[src/rtl/wfg_mem_arbiter.sv]
// Two-requester read arbiter for the 1024x32 waveform memory.
// S (streamer) has priority; H (host) is guaranteed service after MAX_STALL refusals.
module wfg_mem_arbiter #(
    parameter int MAX_STALL = 4
) (
    input  logic        wb_clk_i,
    input  logic        wb_rst_i,
    input  logic        s_req,
    input  logic [9:0]  s_addr,
    output logic        s_gnt,
    output logic        s_rvalid,
    output logic [31:0] s_rdata,
    input  logic        h_req,
    input  logic [9:0]  h_addr,
    output logic        h_gnt,
    output logic        h_rvalid,
    output logic [31:0] h_rdata,
    output logic        csb,
    output logic [9:0]  addr,
    input  logic [31:0] dout
);

    localparam int SW = (MAX_STALL < 1) ? 1 : $clog2(MAX_STALL + 1);
    localparam logic [SW-1:0] STALL_MAX = SW'(MAX_STALL);

    typedef enum logic {
        ID_S = 1'b0,
        ID_H = 1'b1
    } req_id_t;

    logic [SW-1:0] stall_cnt;
    logic          h_wins;
    logic          grant_s;
    logic          grant_h;
    logic          tag_valid;
    req_id_t       tag_id;

    assign h_wins = (MAX_STALL == 0) || (stall_cnt >= STALL_MAX);
    assign s_gnt  = grant_s;
    assign h_gnt  = grant_h;

    // Pick this cycle's winner and drive the memory port; nothing granted in reset.
    always_comb begin
        grant_s = 1'b0;
        grant_h = 1'b0;
        csb     = 1'b1;
        addr    = '0;
        if (!wb_rst_i) begin
            if (s_req && h_req) begin
                grant_h = h_wins;
                grant_s = !h_wins;
            end else begin
                grant_s = s_req;
                grant_h = h_req;
            end
            if (grant_h) begin
                csb  = 1'b0;
                addr = h_addr;
            end else if (grant_s) begin
                csb  = 1'b0;
                addr = s_addr;
            end
        end
    end

    // Count consecutive refusals of H, saturating at the limit.
    always_ff @(posedge wb_clk_i or posedge wb_rst_i) begin
        if (wb_rst_i) begin
            stall_cnt <= '0;
        end else if (grant_h) begin
            stall_cnt <= '0;
        end else if (h_req && (stall_cnt != STALL_MAX)) begin
            stall_cnt <= stall_cnt + SW'(1);
        end
    end

    // Tag each granted access with its owner so the returning word can be routed.
    always_ff @(posedge wb_clk_i or posedge wb_rst_i) begin
        if (wb_rst_i) begin
            tag_valid <= 1'b0;
            tag_id    <= ID_S;
        end else begin
            tag_valid <= grant_s || grant_h;
            tag_id    <= grant_h ? ID_H : ID_S;
        end
    end

    // Capture memory data for the tagged requester; the other side holds.
    always_ff @(posedge wb_clk_i or posedge wb_rst_i) begin
        if (wb_rst_i) begin
            s_rvalid <= 1'b0;
            h_rvalid <= 1'b0;
            s_rdata  <= '0;
            h_rdata  <= '0;
        end else begin
            s_rvalid <= tag_valid && (tag_id == ID_S);
            h_rvalid <= tag_valid && (tag_id == ID_H);
            if (tag_valid && (tag_id == ID_S)) begin
                s_rdata <= dout;
            end
            if (tag_valid && (tag_id == ID_H)) begin
                h_rdata <= dout;
            end
        end
    end

endmodule

[config.mk]
export PLATFORM = sky130hd
export DESIGN_NAME = wfg_mem_arbiter
export DESIGN_NICKNAME = d
export VERILOG_FILES = /design/src/rtl/wfg_mem_arbiter.sv
export SDC_FILE = /design/constraint.sdc
export NUM_CORES = 1
export LEC_CHECK = 0
export BUFFER_PORTS_ARGS = -buffer_cell sky130_fd_sc_hd__buf_2
export CAP_MARGIN = 0
export CORE_ASPECT_RATIO = 1.1
export CORE_MARGIN = 2
export CORE_UTILIZATION = 45
export CTS_CLUSTER_SIZE = 8
export DETAILED_ROUTE_END_ITERATION = 8
export GPL_TIMING_DRIVEN = 0
export HOLD_SLACK_MARGIN = 0.05
export PLACE_DENSITY = 0.89
export RECOVER_POWER = 100
export SLEW_MARGIN = 20
export SYNTH_ARGS = -nofsm -noshare
export SYNTH_HDL_FRONTEND = slang
export SYNTH_SLANG_ARGS = --single-unit
[constraint.sdc]
create_clock -name wb_clk_i -period 2.8 [get_ports wb_clk_i]
set_clock_uncertainty 0.05 [all_clocks]
set_input_delay 0.14 -clock wb_clk_i [delete_from_list [all_inputs] [get_ports wb_clk_i]]
set_output_delay 0.14 -clock wb_clk_i [all_outputs]
set_load 0.05 [all_outputs]
==> impl_metrics.py <==
metrics = {
    "critical_path": {
        "critPathKind": "primary input to primary output",
        "crit_path_max_fanout": 37,
        "critPathSlowestCell": "dlygate4sd3_1",
        "crit_path_start_kind": "primary input",
        "worstPathRequired_ns": 2.61,
        "reg2reg_slack_ns": 0.91,
        "max_stage_delay_ns": 0.53,
        "r2r-end": "s_rdata[25]",
        "cp.arrival_ns": 2.27,
        "reg2reg_from": "tag_valid",
        "crit_chain": "dlygate4sd3_1, clkbuf_1, clkinvlp_4, buf_12, and3_1, clkbuf_1, a22o_1, clkbuf_1",
        "crit_path_end_kind": "primary output",
        "r2r_cells": 4,
        "path_common_cell": "clkbuf_1",
    },
    "detailed_routing": {
        "ant_nets": 0,
        "drc_errors": 0,
        "drt-pass1-iter-count": 4,
        "post_drt_wl_per_cell_um": 15.0,
        "post_drt_via_cell_ratio": 4.86,
        "vias": 2159,
        "drt_iter0_drc": 94,
        "routed_wl_mm": 6.67,
    },
    "grt": {
        "grt_pass1_wl_mm": 10.5,
        "antenna_found_initial": 0,
        "grt-ovfl-total": 0,
        "grt_pass1_vias": 2260,
        "gr-usage-all-layers_pct": 20.1,
        "grt_max_degree": 38,
    },
    "outcome": {
        "outcome": "finished with violations",
        "violations": "capacitance limit, slew limit",
    },
    "die": {
        "ios": 135,
        "core_sq_um": 6080,
        "dieWidth_um": 79.1,
        "die_h_um": 86.7,
        "start_util_pct": 46.0,
        "die_area_sq_um": 6860,
        "rows": 30,
    },
    "synth": {
        "yosys-top-cells-area": "dfrtp_1 (64%), mux2_2 (21%), mux2_1 (4.4%)",
        "synth_commonest_cells": "dfrtp_1 (71), mux2_2 (53), mux2_1 (11)",
        "yosys.area.top_type": "dfrtp_1",
        "synth.top_cell.area_share_pct": 63.6,
        "synth_cell_types": 20,
        "synth-simple-area-share_pct": 2.15,
        "synth_top_family_by_area": "multiplexers",
        "synth-adder-area-share_pct": 0.895,
        "synth.area.mux_share_pct": 26.1,
        "netlist_instances": 178,
        "synth_xor_area_share_pct": 0.313,
        "synth_nets": 236,
        "avgSynthCellArea_sq_um": 15.7,
        "synth-compound-area-share_pct": 3.76,
        "synth_area_sq_um": 2800,
        "yosys_warnings": 0,
        "synth_edf_count": 0,
        "synth.most_common_cell": "dfrtp_1",
        "ys_ff_latch": 71,
        "synth_async_sr_flop_share_pct": 100,
        "synthFlopType": "dfrtp_1",
        "synth-seq-area-share_pct": 63.6,
    },
    "place": {
        "io_buffers": 134,
        "place_congestion": 0.748,
        "dp_slack_ns": 0.961,
        "dp_hpwl_mm": 4.52,
    },
    "clocking": {
        "cts_tree": "yes",
        "ctsHoldBuffers": 34,
        "cts_sinks": 71,
        "cts_max_level": 3,
        "cts_setup_buffers": 0,
        "clk_root_buffer_cell": "clkbuf_8",
        "cts_resized": 0,
        "clk_pin_slew_ns": 0.07,
        "cts_buffer_depth": 2,
        "numCtsBuffers": 9,
        "clk_latency_ns": 0.33,
    },
    "timing": {
        "slew_violations": 32,
        "holdWs_ns": 0.0859,
        "fin_tns_setup_ns": 0,
        "fmax_mhz": 406,
        "slew_headroom_pct": -9.57,
        "period_needed_ns": 2.46,
        "tightest_slew_ns": 1.64,
        "grt_setup_unrepaired": "no",
        "hold_viol_final": 0,
        "setup_viol": 0,
        "period_share_pct": 87.9,
        "fin_ws_ns": 0.339,
    },
    "power": {
        "power_leakage_nw": 1.87,
        "ir_drop_mv": 0.607,
        "power.density_nw_per_um2": 1050,
        "power_mw": 4.31,
    },
    "layout": {
        "fillers": 495,
        "final_nets": 417,
        "drive_above_1_share_pct": 36.5,
        "diodes": 0,
        "areaGrowthSynthToFinish_pct": 46.7,
        "final_util_pct": 67.4,
    },
    "hold_path": {
        "hp-start": "h_req",
        "min_to": "tag_valid",
        "hold_path_class": "primary input to flop",
        "hold-path-cell-count": 3,
    },
    "run": {
        "max-cap-violations": 1,
    },
}
worst max-delay path, delay by kind of cell:
| family | cells | cell delay [ns] |
|---|---|---|
| AOI/OAI and AO/OA | 1 | 0.19 |
| buffers and inverters | 6 | 1.74 |
| and+or+nand+nor | 1 | 0.18 |
worst max-delay path by stage:
stage / slack, ns / cells after the start / start / end
6_report: 0.34 / 8 / wb_rst_i / addr[1]
2_1_floorplan: 0.30 / 5 / wb_rst_i / addr[3]
4_1_cts: 0.43 / 9 / wb_rst_i / addr[4]
3_5_place_dp: 0.96 / 8 / wb_rst_i / addr[4]
5_1_grt: 0.17 / 8 / wb_rst_i / addr[1]
3_3_place_gp: -0.23 / 7 / wb_rst_i / addr[4]
stage by stage:
step | instance area [sq um] | std cells
after floorplan | 2800 | 178
final | 4100 | 444
after global routing | 4100 | 444
after global placement | 3570 | 392
after CTS | 4230 | 444
after detailed placement | 3610 | 394
cell usage in the layout, fill, tap and decap left out, drive strengths merged:
cell type / synthesis / layout
clkinvlp: 0 / 2
clkbuf: 0 / 98
xnor2: 1 / 1
nor2: 2 / 2
and3: 2 / 2
a22o: 10 / 10
a21boi: 1 / 1
ha: 2 / 2
inv: 6 / 5
mux2: 64 / 64
bufinv: 0 / 4
mux2i: 1 / 1
buf: 10 / 59
dlygate4sd3: 0 / 34
a21oi: 1 / 1
and4b: 1 / 1
nand2b: 2 / 2
nor3: 1 / 1
nand2: 2 / 2
o21ai: 1 / 1
dfrtp: 71 / 71
per-layer routing:
metal / wire length, um / track usage [%]
met5: 0 / 0
met4: 109 / 5.96
met3: 446 / 5.83
met2: 3640 / 37.8
met1: 2480 / 21.7
power by group:
part	leakage [nW]	internal (mW)	switching [mW]
clock network	0.136	0.731	0.371
logic	0.903	0.420	1.32
registers	0.835	1.31	0.158
total	1.87	2.46	1.85
registers in the layout, summed over array words and instances (netlist names):
signal / cells
h_rdata: 32
s_rdata: 32
stall_cnt: 3
h_rvalid: 1
s_rvalid: 1
tag_id: 1
tag_valid: 1
layout make-up:
cell class | count | area, sq um | area share (%)
sequential | 71 | 1780 | 43.3
timing repair buffer | 170 | 945 | 23.0
multi-input combinational | 91 | 925 | 22.5
clock buffer | 11 | 151 | 3.69
clock inverter | 5 | 128 | 3.11
tap | 80 | 100 | 2.44
buffer | 10 | 50.0 | 1.22
inverter | 6 | 26.3 | 0.641
logic make-up after synthesis:
family	Yosys count
flops	71
mux	65
buf+inv	16
compound gates	13
simple gates	10
fa+ha+maj	2
xor+xnor	1
Note: power is estimated with default switching activity, not from simulation.
